===== src/rtl/piso_serializer.sv =====
// piso_serializer: captures a WIDTH-bit word on load_valid/load_ready and shifts it out MSB-first, first bit one cycle after accept.
// load_ready is high only when idle or on the final frame bit (back-to-back reload); `define PARITY_EN appends an even-parity bit.
module piso_serializer #(
  parameter int WIDTH = 8
) (
  input  logic             clk,
  input  logic             reset,
  input  logic             load_valid,
  output logic             load_ready,
  input  logic [WIDTH-1:0] d_in,
  output logic             ser_out,
  output logic             ser_valid,
  output logic             done
);

  localparam int CW = (WIDTH > 2) ? $clog2(WIDTH) : 1;
  localparam logic [CW-1:0] LAST_IDX = CW'(WIDTH - 1);

`ifdef PARITY_EN
  typedef enum logic [1:0] {
    IDLE   = 2'd0,
    SHIFT  = 2'd1,
    PARITY = 2'd2
  } state_t;
`else
  typedef enum logic [1:0] {
    IDLE  = 2'd0,
    SHIFT = 2'd1
  } state_t;
`endif

  state_t           state;
  state_t           state_nxt;
  logic [WIDTH-1:0] shift_reg;
  logic [WIDTH-1:0] shift_nxt;
  logic [CW-1:0]    cnt;
  logic [CW-1:0]    cnt_nxt;
  logic             ser_out_nxt;
  logic             ser_valid_nxt;
  logic             done_nxt;
  logic             last_bit;
  logic             accept;
`ifdef PARITY_EN
  logic             par_reg;
  logic             par_nxt;
`endif

  // The last bit of a frame is the only busy cycle that may accept the next word.
`ifdef PARITY_EN
  assign last_bit = (state == PARITY);
`else
  assign last_bit = (state == SHIFT) && (cnt == '0);
`endif

  assign load_ready = (state == IDLE) || last_bit;
  assign accept     = load_valid && load_ready;

  always_comb begin
    state_nxt = state;
    shift_nxt = shift_reg;
    cnt_nxt   = cnt;
`ifdef PARITY_EN
    par_nxt   = par_reg;
`endif
    case (state)
      IDLE: begin
        state_nxt = IDLE;
      end
      SHIFT: begin
        shift_nxt = {shift_reg[WIDTH-2:0], 1'b0};
        if (cnt != '0) begin
          cnt_nxt = cnt - CW'(1);
        end else begin
`ifdef PARITY_EN
          state_nxt = PARITY;
`else
          state_nxt = IDLE;
`endif
        end
      end
`ifdef PARITY_EN
      PARITY: begin
        state_nxt = IDLE;
      end
`endif
      default: begin
        state_nxt = IDLE;
      end
    endcase

    // accept can only be true in IDLE or the last-bit cycle, so it overrides the returns above.
    if (accept) begin
      state_nxt = SHIFT;
      shift_nxt = d_in;
      cnt_nxt   = LAST_IDX;
`ifdef PARITY_EN
      par_nxt   = ^d_in;
`endif
    end
  end

  // Registered outputs are a function of the next state so they line up with it after the edge.
  always_comb begin
    ser_valid_nxt = (state_nxt != IDLE);
    ser_out_nxt   = 1'b0;
    done_nxt      = 1'b0;
    if (state_nxt == SHIFT) begin
      ser_out_nxt = shift_nxt[WIDTH-1];
`ifndef PARITY_EN
      done_nxt    = (cnt_nxt == '0);
`endif
    end
`ifdef PARITY_EN
    if (state_nxt == PARITY) begin
      ser_out_nxt = par_nxt;
      done_nxt    = 1'b1;
    end
`endif
  end

  always_ff @(posedge clk) begin
    if (reset) begin
      state     <= IDLE;
      shift_reg <= '0;
      cnt       <= '0;
      ser_out   <= 1'b0;
      ser_valid <= 1'b0;
      done      <= 1'b0;
`ifdef PARITY_EN
      par_reg   <= 1'b0;
`endif
    end else begin
      state     <= state_nxt;
      shift_reg <= shift_nxt;
      cnt       <= cnt_nxt;
      ser_out   <= ser_out_nxt;
      ser_valid <= ser_valid_nxt;
      done      <= done_nxt;
`ifdef PARITY_EN
      par_reg   <= par_nxt;
`endif
    end
  end

endmodule


===== config.mk =====
export PLATFORM = sky130hd
export DESIGN_NAME = piso_serializer
export DESIGN_NICKNAME = d
export VERILOG_FILES = /design/src/rtl/piso_serializer.sv
export SDC_FILE = /design/constraint.sdc
export NUM_CORES = 1
export LEC_CHECK = 0
export CAP_MARGIN = 40
export CORE_MARGIN = 1.5
export CORE_UTILIZATION = 45
export DETAILED_ROUTE_END_ITERATION = 10
export DONT_BUFFER_PORTS = 1
export GPL_TIMING_DRIVEN = 0
export SYNTH_ARGS = -nofsm -noshare
export SYNTH_HDL_FRONTEND = slang
export SYNTH_SLANG_ARGS = --single-unit

===== constraint.sdc =====
create_clock -name clk -period 2.2 [get_ports clk]
set_clock_uncertainty 0.2 [all_clocks]
set_input_delay 0.22 -clock clk [delete_from_list [all_inputs] [get_ports clk]]
set_output_delay 0.22 -clock clk [all_outputs]
set_load 0.02 [all_outputs]

# After elaboration in Yosys (flattened, before gate mapping)
# Index checks and enable logic that the tools add are counted.
[word_totals]
register_bits = 16
out_inout_bits = 4
[op_classes]
bitwise_logic = 1
reduce_logical = 10
n_addsub = 1
n_eq_ne = 2
muxes = 8
[ops]
columns = ["cell", "count"]
rows = [
  ["8-bit 2-to-1 mux", 2],
  ["3-bit 2-to-1 mux", 3],
  ["3-bit logical NOT", 2],
  ["2-bit 2-to-1 mux", 3],
  ["2-bit by 1-bit equality test with 1-bit output (second input constant)", 2],
  ["2-bit nonzero test", 2],
  ["3-bit nonzero test", 1],
  ["3-bit by 1-bit subtractor with 3-bit output (second input constant)", 1],
  ["1-bit logical AND", 2],
  ["2-bit logical NOT", 1],
  ["2-bit OR reduction", 1],
  ["1-bit logical OR", 1],
  ["1-bit inverter", 1],
]

# Depth between registers and ports, before layout
# Gate-level depths: netlist of the first run.
[depth]
ltp_word = 8
depth_mapped = 7
ltp_nobuf = 6

# Worst setup path after synthesis of the first run
# Ideal clock, no wire load.
[synth_path]
path_type = "reg-to-reg"
startpoint = "register cnt[0]"
endpoint = "register cnt[1]"
arrival_ns = 1.388
stages_incl_launch_ff = 7
path_buffers = 0
path_slack_ns = 0.517
period_less_slack_ns = 1.683
t_required_ns = 1.905
cell_sequence = "dfxtp_1 inv_1 ha_1 ha_1 nand2b_4 a21o_1 a221oi_1"
[synth_between]
elab_chain_cells = 5
word_cells_on_any_way = 9
[synth_lines]
columns = ["item", "line", "rtl"]
rows = [
  ["start, declared", "36", "logic [CW-1:0] cnt;"],
  ["start signal, assigned", "135", "cnt <= cnt_nxt;"],
  ["parallel branches: the longest is 4 deep, another holds 3-bit by 1-bit subtractor with 3-bit output", "-", ""],
  ["3-bit 2-to-1 mux (*)", "92", "if (accept) begin"],
]
# Every way passes the cells marked *.
# A chain may end at the register's enable or synchronous reset.

# Worst setup path after layout of the first run
[layout_path]
startpoint = "register cnt[0]"
endpoint = "register ser_valid"
[layout_between]
elab_chain_cells = 6
word_cells_on_any_way = 9
[layout_lines]
columns = ["item", "line", "rtl"]
rows = [
  ["3-bit logical NOT", "52", "assign last_bit = (state == SHIFT) && (cnt == '0);"],
  ["1-bit logical AND", "52", ""],
  ["1-bit logical OR", "55", "assign load_ready = (state == IDLE) || last_bit;"],
  ["1-bit logical AND", "56", "assign accept = load_valid && load_ready;"],
  ["2-bit 2-to-1 mux (*)", "92", ""],
  ["2-bit nonzero test (*)", "104", "ser_valid_nxt = (state_nxt != IDLE);"],
  ["end signal, assigned", "137", "ser_valid <= ser_valid_nxt;"],
  ["end, declared", "12", "output logic ser_valid,"],
]
# Mark *: on every way between the ends. The rest lies on a longest branch, timed or not.

==> results of run 1 <==
[how the worst max path moves through the flow]
stage,start,end,cells after the start
3_5_place_dp,cnt[0],cnt[1],6
3_3_place_gp,cnt[0],cnt[1],6
6_report,cnt[0],ser_valid,6
2_1_floorplan,cnt[0],cnt[1],6
4_1_cts,cnt[0],ser_valid,6
5_1_grt,cnt[0],ser_valid,6
[metrics by stage]
step           instance area [sq um]  hold slack (ps)  setup WS, ps  std cells
6_report                         813             16.1           123        106
5_1_grt                          813             24.6          4.35        106
2_1_floorplan                    717             98.5           517         81
4_1_cts                          813             13.1           112        106
3_3_place_gp                     737              102           399         97
3_5_place_dp                     737              101           391         97
[synthesized netlist by cell type (2+ instances only)]
| cell | count |
|---|---|
| dfxtp_1 | 15 |
| nand2b_4 | 2 |
| nand2_1 | 14 |
| buf_4 | 2 |
| nor3_1 | 7 |
| nor2_1 | 3 |
| buf_2 | 3 |
| nand2b_1 | 2 |
| a311oi_1 | 6 |
| inv_1 | 5 |
| a211oi_1 | 3 |
| a21oi_1 | 4 |
| ha_1 | 3 |
[power by group through the flow]
stage	combinational [W]	sequential (W)	clock, W
after global placement	0.0000713	0.000304	0
after global routing	0.0000897	0.000301	0.000178
final	0.0000792	0.000298	0.000160
after detailed placement	0.0000725	0.000305	0
after CTS	0.0000803	0.000298	0.000167
after floorplan	0.0000602	0.000303	0
[cells in the final DEF, fill, tap and decap left out, drive strengths merged]
| cell type | n |
|---|---|
| a21o | 1 |
| o211ai | 1 |
| ha | 3 |
| and4 | 1 |
| a31oi | 1 |
| nand2 | 14 |
| a311oi | 6 |
| clkbuf | 5 |
| nor3 | 7 |
| dlygate4sd3 | 5 |
| dfxtp | 15 |
| nor3b | 1 |
| a21oi | 4 |
| buf | 6 |
| nand2b | 4 |
| nor2b | 2 |
| a211oi | 3 |
| a221oi | 1 |
| conb | 1 |
| or3b | 1 |
| inv | 5 |
| nor2 | 3 |
[critical path: cells and delay by family, from the launching register on]
kind                     cells  cell delay, ps
AO/OA/AOI/OAI                1             220
adder cells (fa/ha/maj)      2             460
buffers and inverters        2             630
flip-flops                   1             320
AND/OR/NAND/NOR              1             200
[what timing repair did]
action	in CTS	in global routing
endpoints found under the hold margin	5	0
buffers inserted	0	0
hold buffers	5	0
[layout make-up]
| class | instances | area (sq um) | area share [%] |
|---|---|---|---|
| inverter | 5 | 18.8 | 2.31 |
| tap | 16 | 20.0 | 2.46 |
| timing repair buffer | 5 | 50.0 | 6.15 |
| multi-input combinational | 54 | 353 | 43.4 |
| sequential | 15 | 300 | 36.9 |
| clock buffer | 4 | 26.3 | 3.23 |
| buffer | 7 | 45.0 | 5.54 |
[kinds of logic (layout without fill, tap and decap cells)]
group	Yosys count	in the layout	share of synthesized area, %
simple gates	33	33	26.0
flops	15	15	41.9
buf+inv	12	21	8.90
compound gates	17	17	17.5
other cells	1	1	0.523
fa+ha+maj	3	3	5.24
[routing by layer]
metal,global-route usage [%],up-vias
met1,23.3,267
met5,0,-
met3,3.83,2
met2,26.1,10
li1,-,300
met4,11.9,0
==> impl_metrics.tcl, run 1 <==
set metrics [dict create \
    status "finished clean" \
    worstPathCellList "inv_1 -> ha_1 -> ha_1 -> nand2b_4 -> a211oi_1 -> dlygate4sd3_1" \
    grt_max_degree 11 \
    largest_reg_flops 7 \
    syn2layout_area_growth_pct 13.4 \
    antenna_left 0 \
    synth_edf_count 0 \
    grt.overflow.total 0 \
    hold_viol 0 \
    drt-pass1-iter-count 2 \
    start_util_pct 47.6 \
    worstReg2RegStart "cnt[0]" \
    synthFlopType "dfxtp_1" \
    switchingPower_w 0.000142 \
    p_per_area_mw_per_mm2 662 \
    r2r-end "ser_valid" \
    core_area_sq_mm 0.00151 \
    grtUsageTotal_pct 17.9 \
    p_int_w 0.000396 \
    vdd_drop_max_mv 0.353 \
    antenna_found_initial 0 \
    die_h_microns 42.9 \
    post-route-period-util_pct 94.4 \
    power_frac_clock_pct 29.8 \
    nNetsFinal 105 \
    yosysWarnings 0 \
    post-synth-top-area-cell "dfxtp_1" \
    drv_cap 0 \
    cp-start-kind "register" \
    synth_cell_types 25 \
    rrSetupSlack_ps 120 \
    finalWirelength_mm 1.40 \
    m1WireLength_microns 681 \
    p_comb_share_pct 14.7 \
    hold_start "d_in[2]" \
    post_synth_instance_area_sq_um 717 \
    cts_tree "yes" \
    top_layer_used "met4" \
    setup_viol 0 \
    crit_required_ps 2240 \
    drt-initial-drc-count 5 \
    crit_arrival_ps 2110 \
    dr_total_vias 579 \
    p_seq_share_pct 55.5 \
    p_leak_nw 0.320 \
    dp_hpwl_microns 934 \
    die_x_microns 42.9 \
    num_rows 14 \
    grt_pass1_vias 556 \
    final.fill_count 151 \
    r2r_cells 6 \
    yosysSeqAreaShare_pct 41.9 \
    ys_seq_elements 15 \
    netlist.area_leader.share_pct 41.9 \
    rsz0062_at_grt "false" \
    place.gp.congestion 0.759 \
    wl_per_cell_microns 13.2 \
    crit_path_max_fanout 6 \
    top_level_ports 15 \
    path_clk_slew_ps 90 \
    hold_end "shift_reg[2]" \
    period_minus_slack_ps 2080 \
    cts_root_buffer "clkbuf_4" \
    cp_slowest_cell "dlygate4sd3_1" \
    drive_gt1_share_pct 14.4 \
    path_class "register to register" \
    end_kind "register" \
    die_area_sq_mm 0.00184 \
    numCtsBuffers 3 \
    async_flop_share_pct 0 \
    post_drt_via_cell_ratio 5.46 \
    crit_top_cell "ha_1" \
    switching_share_pct 26.3 \
    power_w 0.000538 \
    finalMaxSlewViolations 0 \
    fin_tns_setup_ps 0 \
    insertion_delay_ps 280 \
    syn-num-nets 95 \
    wl_met3_microns 47 \
    cts.repair.resized 0 \
    ys_top_cells_by_area "dfxtp_1 (42%), nand2_1 (7.3%), a311oi_1 (7.3%)" \
    cts_sinks 15 \
    max_freq_mhz 481 \
    antenna_cells 0 \
    post-route-util_pct 54.0 \
    port_buffers 0 \
    grt_pass1_wl_mm 2.40 \
    drc 0 \
    wl_met2_microns 653 \
    clock_tree.buffer_depth 2 \
    htree_levels 1 \
    netlist_instances 81 \
    synth_area_per_cell_sq_um 8.85 \
    hold_depth 2 \
    cp_slowest_stage_delay_ps 560 \
    min_path_type "input port to register" \
]
No activity file was read; power rests on OpenSTA's default activity.
==> run 2: changes to the inputs <==
--- a/config.mk
+++ b/config.mk
@@ -6,10 +6,12 @@
 export NUM_CORES = 1
 export LEC_CHECK = 0
 export CAP_MARGIN = 40
+export CORE_ASPECT_RATIO = 1.2
 export CORE_MARGIN = 1.5
 export CORE_UTILIZATION = 45
 export DETAILED_ROUTE_END_ITERATION = 10
 export DONT_BUFFER_PORTS = 1
+export GPL_ROUTABILITY_DRIVEN = 0
 export GPL_TIMING_DRIVEN = 0
 export SYNTH_ARGS = -nofsm -noshare
 export SYNTH_HDL_FRONTEND = slang
==> run 2 against run 1 <==
Against the previous run: routed wire length grew 2.9%; highest routed layer unchanged; worst hold slack lost 3.3 ps; global-route usage grew 1.3 points; combinational power grew 2%; die area is essentially flat; sequential power is essentially flat; fmax grew 1.3%; first-iteration DRC count grew 40%; critical path type unchanged; cell count grew 0.94%.
==> impl_metrics.tcl, run 2 (synthesized netlist as in run 1, its figures left out) <==
set metrics [dict create \
    cts_root_buffer "clkbuf_4" \
    path_buf_inv 2 \
    post_drt_via_cell_ratio 5.55 \
    largest_reg_flops 7 \
    core_area_sq_mm 0.00146 \
    vdd_drop_max_mv 0.275 \
    hold_viol 0 \
    cts_sinks 15 \
    top_level_ports 15 \
    layout_commonest_cell "dfxtp_1" \
    crit_arrival_ps 2090 \
    drt-pass1-iter-count 4 \
    finalWirelength_mm 1.44 \
    syn2layout_area_growth_pct 14.0 \
    grt_max_degree 11 \
    drc 0 \
    post-route-util_pct 55.8 \
    path_class "register to register" \
    grtUsageTotal_pct 19.2 \
    fin_area_sq_um 817 \
    setup_viol 0 \
    min_path_type "input port to register" \
    num_rows 15 \
    die_h_microns 46.7 \
    placed_area_sq_um 738 \
    dp_hpwl_microns 964 \
    nNetsFinal 105 \
    drt-initial-drc-count 7 \
    p_per_area_mw_per_mm2 664 \
    period_minus_slack_ps 2050 \
    cts_tree "yes" \
    finalMaxSlewViolations 0 \
    numCtsBuffers 3 \
    cp_slowest_stage_delay_ps 570 \
    die_x_microns 39.4 \
    crit_required_ps 2240 \
    dp.cells 98 \
    antenna_cells 0 \
    wl_per_cell_microns 13.4 \
    worstPathCellList "inv_1 -> ha_1 -> ha_2 -> nand2b_4 -> a211oi_1 -> dlygate4sd3_1" \
    fin_cells 107 \
    cp-start-kind "register" \
    dr_total_vias 594 \
    grt_pass1_wl_mm 2.41 \
    grt_pass1_vias 578 \
    p_leak_nw 0.319 \
    fin_tns_setup_ps 0 \
    rsz0062_at_grt "false" \
    die_area_sq_mm 0.00184 \
    grt.overflow.total 0 \
    max_freq_mhz 487 \
    post-route-period-util_pct 93.2 \
    drv_cap 0 \
    status "finished clean" \
    crit_path_max_fanout 6 \
    antenna_found_initial 0 \
    port_buffers 0 \
    cp_slowest_cell "dlygate4sd3_1" \
    post_cts_buffers 0 \
    antenna_left 0 \
    insertion_delay_ps 290 \
    drive_gt1_share_pct 15.6 \
    path_clk_slew_ps 90 \
    power_w 0.000543 \
    clock_tree.buffer_depth 2 \
    cp_top_family "buffers and inverters" \
    htree_levels 1 \
    end_kind "register" \
    final_cell_mix "dfxtp_1 (15), nand2_1 (14), nor3_1 (7)" \
    start_util_pct 49.0 \
]
run 2: cell counts in the layout (fill, tap and decap cells not counted):
Identical to the previous run, type by type.
run 2: worst paths after layout:
kind           start      endpoint  slack [ps]  cells past startpoint
max           cnt[0]     ser_valid         150                      6
min          d_in[5]  shift_reg[5]          10                      2
max reg2reg   cnt[0]     ser_valid         150                      6
min reg2reg   cnt[1]        cnt[1]         290                      2
run 2: layer usage:
metal	global-route usage, %	part of all wire [%]
met3	2.90	3.7
met1	23.3	48
met4	10.3	2.4
met5	0	0
met2	31.8	46
run 2: worst reg2reg max path: stages (launching register included):
cell and delay [ps]:
dfxtp_1 320, inv_1 70, ha_1 220, ha_2 210
nand2b_4 180, a211oi_1 240, dlygate4sd3_1 570
run 2: layout make-up:
class	instances	area, sq um
well taps	17	21.3
fillers	132	647
multi-input cells	54	355
repair buffers	5	50.0
flip-flops and latches	15	300
inverters	5	18.8
clock buffers	4	26.3
plain buffers	7	45.0
run 2: where the power goes:
group           total, W  internal, W  switching (W)
clock           0.000163    0.0000705      0.0000928
combinational  0.0000808    0.0000383      0.0000424
sequential      0.000299     0.000288      0.0000104
run 2: stage by stage:
step | setup WS (ps) | hold slack (ps)
final | 149 | 12.8
after global routing | 46.7 | 24.0
after detailed placement | 414 | 101
after floorplan | 517 | 98.5
after CTS | 120 | 17.3
after global placement | 396 | 101
run 2: what timing repair did:
item	4_1_cts	5_1_grt
hold buffers	5	0
hold endpoints to repair	5	0
endpoints found under the setup margin	0	1
resized for setup	0	1
